**src/rtl/comparator_pkg.sv**
```systemverilog
// comparator_pkg
// Shared definitions for the bit-serial comparator family:
//   - FSM state encoding (2 bits)
//   - compare-mode constants
//   - default operand width
package comparator_pkg;

    typedef enum logic [1:0] {
        IDLE = 2'd0,
        RUN  = 2'd1,
        DONE = 2'd2
    } cmp_state_t;

    localparam logic CMP_UNSIGNED      = 1'b0;
    localparam logic CMP_SIGNED        = 1'b1;
    localparam int   CMP_DEFAULT_WIDTH = 32;

endpackage

```
**src/rtl/serial_cmp_cell.sv**
```systemverilog
// serial_cmp_cell
// One-bit update step of an LSB-first magnitude compare. Bits are visited
// from low to high, so a differing bit always overrides whatever the lower
// bits decided.
// Ports:
//   a_bit, b_bit   current operand bits
//   is_msb         current bit is the sign position
//   is_signed      1 = two's complement compare
//   lt_in, eq_in   accumulated result from the lower bits
//   lt_out, eq_out updated result
module serial_cmp_cell (
    input  logic a_bit,
    input  logic b_bit,
    input  logic is_msb,
    input  logic is_signed,
    input  logic lt_in,
    input  logic eq_in,
    output logic lt_out,
    output logic eq_out
);

    always_comb begin
        lt_out = lt_in;
        eq_out = eq_in;
        if (a_bit != b_bit) begin
            // At the sign position of a signed compare, the operand with the
            // set bit is the negative one and therefore the smaller one.
            lt_out = (is_msb && is_signed) ? a_bit : b_bit;
            eq_out = 1'b0;
        end
    end

endmodule

```
**src/rtl/comparator_serial_signed_lt.sv**
```systemverilog
// comparator_serial_signed_lt
// Bit-serial a < b / a == b comparator, signed or unsigned, one bit per
// cycle LSB first. Operands enter through an in_valid/in_ready handshake and
// the result leaves through an out_valid/out_ready handshake.
// Ports:
//   clk, rst              clock, synchronous active-high reset
//   in_valid, in_ready    operand handshake (in_ready high only in IDLE)
//   a, b, is_signed       operands and compare mode, captured on accept
//   out_valid, out_ready  result handshake (out_valid high only in DONE)
//   lt, eq                result, held stable while out_valid & ~out_ready
//
// state | meaning
// IDLE  | waiting for operands
// RUN   | scanning one bit per cycle, counter = index of bit being examined
// DONE  | result presented, waiting for out_ready
module comparator_serial_signed_lt
    import comparator_pkg::*;
#(
    parameter int WIDTH = CMP_DEFAULT_WIDTH,
    parameter int CNT_W = $clog2(WIDTH)
) (
    input  logic             clk,
    input  logic             rst,
    input  logic             in_valid,
    output logic             in_ready,
    input  logic [WIDTH-1:0] a,
    input  logic [WIDTH-1:0] b,
    input  logic             is_signed,
    output logic             out_valid,
    input  logic             out_ready,
    output logic             lt,
    output logic             eq
);

    localparam logic [CNT_W-1:0] LAST_BIT = CNT_W'(WIDTH - 1);

    cmp_state_t       state;
    cmp_state_t       state_nxt;
    logic [WIDTH-1:0] sa;
    logic [WIDTH-1:0] sb;
    logic             mode;
    logic [CNT_W-1:0] counter;
    logic             lt_acc;
    logic             eq_acc;
    logic             lt_upd;
    logic             eq_upd;
    logic             last_bit;

    assign last_bit = (counter == LAST_BIT);

    serial_cmp_cell u_cell (
        .a_bit     (sa[0]),
        .b_bit     (sb[0]),
        .is_msb    (last_bit),
        .is_signed (mode == CMP_SIGNED),
        .lt_in     (lt_acc),
        .eq_in     (eq_acc),
        .lt_out    (lt_upd),
        .eq_out    (eq_upd)
    );

    // State register
    always_ff @(posedge clk) begin
        if (rst) begin
            state <= IDLE;
        end else begin
            state <= state_nxt;
        end
    end

    // Next-state logic
    always_comb begin
        state_nxt = state;
        case (state)
            IDLE:    if (in_valid)  state_nxt = RUN;
            RUN:     if (last_bit)  state_nxt = DONE;
            DONE:    if (out_ready) state_nxt = IDLE;
            default: state_nxt = IDLE;
        endcase
    end

    // Handshake outputs are pure state decodes: no combinational path from
    // in_valid or out_ready.
    always_comb begin
        in_ready  = (state == IDLE);
        out_valid = (state == DONE);
    end

    // Datapath: operand shift registers, bit counter and result accumulators
    always_ff @(posedge clk) begin
        if (rst) begin
            sa      <= '0;
            sb      <= '0;
            mode    <= CMP_UNSIGNED;
            counter <= '0;
            lt_acc  <= 1'b0;
            eq_acc  <= 1'b0;
        end else begin
            case (state)
                IDLE: begin
                    if (in_valid) begin
                        sa      <= a;
                        sb      <= b;
                        mode    <= is_signed;
                        counter <= '0;
                        lt_acc  <= 1'b0;
                        eq_acc  <= 1'b1;
                    end
                end
                RUN: begin
                    lt_acc  <= lt_upd;
                    eq_acc  <= eq_upd;
                    sa      <= {1'b0, sa[WIDTH-1:1]};
                    sb      <= {1'b0, sb[WIDTH-1:1]};
                    counter <= counter + CNT_W'(1);
                end
                default: begin
                end
            endcase
        end
    end

    assign lt = lt_acc;
    assign eq = eq_acc;

endmodule
```
**config.mk**
```make
export PLATFORM = sky130hd
export DESIGN_NAME = comparator_serial_signed_lt
export DESIGN_NICKNAME = d
export VERILOG_FILES = /design/src/rtl/comparator_pkg.sv /design/src/rtl/serial_cmp_cell.sv /design/src/rtl/comparator_serial_signed_lt.sv
export SDC_FILE = /design/constraint.sdc
export NUM_CORES = 1
export LEC_CHECK = 0
export CAP_MARGIN = 20
export CELL_PAD_IN_SITES_DETAIL_PLACEMENT = 1
export CELL_PAD_IN_SITES_GLOBAL_PLACEMENT = 2
export CORE_UTILIZATION = 36
export CTS_CLUSTER_SIZE = 28
export DETAILED_ROUTE_END_ITERATION = 12
export DONT_BUFFER_PORTS = 1
export PLACE_DENSITY_LB_ADDON = 0.1
export SETUP_SLACK_MARGIN = 0.4
export SLEW_MARGIN = 20
export SYNTH_ARGS = -nofsm -noshare
export SYNTH_HDL_FRONTEND = slang
export SYNTH_SLANG_ARGS = --single-unit
```
**constraint.sdc**
```tcl
create_clock -name clk -period 2.2 [get_ports clk]
set_clock_uncertainty 0.15 [all_clocks]
set_input_delay 0.22 -clock clk [delete_from_list [all_inputs] [get_ports clk]]
set_output_delay 0.22 -clock clk [all_outputs]
set_load 0.02 [all_outputs]
```
==> results.sh <==
export IMPL_viasPerCell=5.46
export IMPL_startpoint_type="flip-flop"
export IMPL_drive_gt1_share_pct=10.5
export IMPL_die_y_um=94.4
export IMPL_grt_pass1_vias=2574
export IMPL_min_period_over_period_pct=80.9
export IMPL_slew_headroom_pct=56.4
export IMPL_numPortBuffers=0
export IMPL_syn_nets=450
export IMPL_postSynthCellCount=379
export IMPL_yosys_cell_types_count=27
export IMPL_final_nets=438
export IMPL_clockBufferDepth=2
export IMPL_endpoint_kind="flip-flop"
export IMPL_critical_path_reg2reg_endpoint="sa[20]"
export IMPL_start_util_pct=37.2
export IMPL_wl_per_cell_um=15.9
export IMPL_grt_pass1_wl_um=12700
export IMPL_utilization_pct=42.2
export IMPL_place_hpwl_um=4630
export IMPL_cp_cell_sequence="nor2b_2, nor2_4, buf_4, nand2_1, a21oi_1"
export IMPL_antenna_found_initial=0
export IMPL_clk_latency_ns=0.34
export IMPL_drt_total_wl_um=7600
export IMPL_cellPowerDensity_nw_per_um2=951
export IMPL_vias=2603
export IMPL_hold_end="sb[24]"
export IMPL_first_iter_violations=89
export IMPL_firstDrtPassIters=4
export IMPL_crit_fanout=27
export IMPL_timing_fmax_ghz=0.562
export IMPL_core_um2=8260
export IMPL_ys_ff_latch=74
export IMPL_tritoncts="built"
export IMPL_multi_input_area_um2=1460
export IMPL_gp_congestion=0.655
export IMPL_num_antenna_cells=0
export IMPL_die_w_um=94.4
export IMPL_timing_hold_ws_ns=-0.195
export IMPL_critical_path_class="reg -> reg"
export IMPL_r2r_start="state[0]"
export IMPL_globalRouteTotalUtil_pct=18.4
export IMPL_grt_ovfl_total=0
export IMPL_rrSetupSlack_ns=0.42
export IMPL_path_delay_family="simple AND/OR/NAND/NOR gates"
export IMPL_violations="hold timing"
export IMPL_synth_warnings=0
export IMPL_required_ns=2.31
export IMPL_peakVddDrop_mv=0.335
export IMPL_setup_tns_final_ns=0
export IMPL_min_from="rst"
export IMPL_setup_viol=0
export IMPL_drc_errors=0
export IMPL_antenna_left=0
export IMPL_hold_class="in -> reg"
export IMPL_cap_violations=0
export IMPL_hold_violations=74
export IMPL_min_delay_path_depth=1
export IMPL_die_area_um2=8920
export IMPL_areaGrowthSynthToFinish_pct=13.2
export IMPL_crit_buf_inv=1
export IMPL_arrival_ns=1.89
export IMPL_synth_area_um2=3080
export IMPL_grt_start_max_net_pins=75
export IMPL_crit_slowest_cell="nor2_4"
export IMPL_cts_root_buf="clkbuf_8"
export IMPL_cts_htree_levels=3
export IMPL_synth_seq_area_share_pct=48.2
export IMPL_cts_sinks=74
export IMPL_p_leak_nw=1.26
export IMPL_io_pins=73
export IMPL_fillers=984
export IMPL_seq_area_um2=1490
export IMPL_reg2regPathDepth=5
export IMPL_clk_pin_slew_ns=0.08
export IMPL_rows=33
export IMPL_numCtsBuffers=9
export IMPL_slew_violations=0
export IMPL_critPathMaxStageDelay_ns=0.51
export IMPL_min_period_ns=1.78
export IMPL_outcome="finished with violations"
export IMPL_rsz0062_at_grt="true"
export IMPL_worst_slew_pin_slew_ns=0.652
export IMPL_synth_area_per_cell_um2=8.11
==> worst max path at each step <==
stage | cells after the start | to | startpoint | slack, ns
6_report | 5 | sa[20] | state[0] | 0.42
5_1_grt | 5 | sa[20] | state[0] | 0.25
4_1_cts | 5 | sb[12] | state[1] | 0.38
3_5_place_dp | 5 | sa[19] | state[0] | 0.01
3_3_place_gp | 5 | sa[23] | state[0] | 0.08
2_1_floorplan | 7 | lt | counter[0] | 0.50
==> flip-flops by register name (all words and copies together) (netlist names) <==
register  flops
counter       5
sa           32
eq            1
sb           32
state         2
mode          1
lt            1
==> Yosys cell counts <==
library cell | count | area [um^2]
nor2_2 | 1 | 6.26
xnor2_1 | 1 | 8.76
a221oi_1 | 1 | 8.76
nor2_1 | 38 | 143
nor2b_1 | 2 | 12.5
nor4_1 | 1 | 6.26
nand4_1 | 1 | 6.26
o21ai_0 | 4 | 20.0
nand3_1 | 4 | 20.0
a311oi_1 | 29 | 254
ha_1 | 2 | 25.0
or3b_1 | 1 | 8.76
inv_1 | 3 | 11.3
a21oi_1 | 43 | 215
dfxtp_1 | 74 | 1480
clkbuf_1 | 14 | 52.6
a31oi_1 | 1 | 6.26
a22oi_1 | 34 | 255
nor3_1 | 1 | 5.00
nand2_1 | 99 | 372
nor3b_2 | 1 | 12.5
nand2b_1 | 1 | 6.26
and3_1 | 1 | 6.26
mux2_2 | 1 | 11.3
buf_2 | 15 | 75.1
a211o_1 | 1 | 8.76
buf_4 | 5 | 37.5
==> cell families after synthesis <==
family                     count (synthesis)  share of synthesized area (%)
and+or+nand+nor                          151                           19.7
AOI/OAI and AO/OA                        113                           25.0
DFF                                       74                           48.2
buffers and inverters                     37                           5.74
adders and majority gates                  2                          0.814
xor gates and xnor gates                   1                          0.285
muxes                                      1                          0.366
==> report_power, final <==
| part | internal, mW | leakage [nW] | switching (mW) |
|---|---|---|---|
| logic | 0.132 | 0.503 | 0.206 |
| clock network | 0.962 | 0.143 | 0.502 |
| registers | 1.44 | 0.610 | 0.0642 |
==> worst reg2reg max path: stages, from the launching register on <==
cell and delay (ns):
dfxtp_1 0.36, nor2b_2 0.20, nor2_4 0.51, buf_4 0.29, nand2_1 0.06, a21oi_1 0.13
==> cell type report <==
| type | instances | area share (%) |
|---|---|---|
| timing repair buffer | 11 | 3.13 |
| clock inverter | 4 | 3.45 |
| clock buffer | 12 | 4.74 |
| sequential | 74 | 42.7 |
| multi-input combinational | 268 | 41.9 |
| tap | 105 | 3.77 |
| inverter | 3 | 0.323 |
==> layer usage <==
| metal | routed length (um) | part of all wire (%) | vias up | GRT usage, % |
|---|---|---|---|---|
| met3 | 484 | 6.4 | 9 | 5.31 |
| met5 | 0 | 0 | - | 0 |
| met1 | 3580 | 47 | 1235 | 23.6 |
| met4 | 109 | 1.4 | 0 | 7.31 |
| met2 | 3420 | 45 | 53 | 28.9 |
| li1 | - | - | 1306 | - |
==> metrics by stage <==
step	instances	setup slack, ns	hold WS (ns)	cell area (um^2)	power (mW)
4_1_cts	476	0.381	-0.220	3450	3.36
6_report	477	0.420	-0.195	3480	3.31
5_1_grt	477	0.252	-0.233	3480	3.49
2_1_floorplan	379	0.501	0.206	3080	1.81
3_3_place_gp	460	0.0753	0.146	3130	1.86
3_5_place_dp	460	0.0117	0.150	3130	1.87
==> cells in the final DEF, fill, tap and decap left out, drive strengths merged <==
cell type,netlist,final
o21ai,4,4
nor2,39,39
or3b,1,1
nand3,4,4
clkbuf,14,13
nand2,99,99
and3,1,1
bufinv,0,4
nor2b,2,2
a31oi,1,1
xnor2,1,1
mux2,1,1
a211o,1,1
a22oi,34,34
a311oi,29,29
nand2b,1,1
ha,2,2
nand4,1,1
nor3b,1,1
a221oi,1,1
nor3,1,1
inv,3,3
buf,20,10
a21oi,43,43
nor4,1,1
dfxtp,74,74
==> timing repair <==
item | 4_1_cts | 5_1_grt
gates resized for setup | 11 | 6
cloned | 0 | 0
hold endpoints to repair | 74 | 74
setup endpoints to repair | 65 | 26
pin swaps | 1 | 3
buffers inserted | 0 | 1
Power figures use the tool's default switching activity.
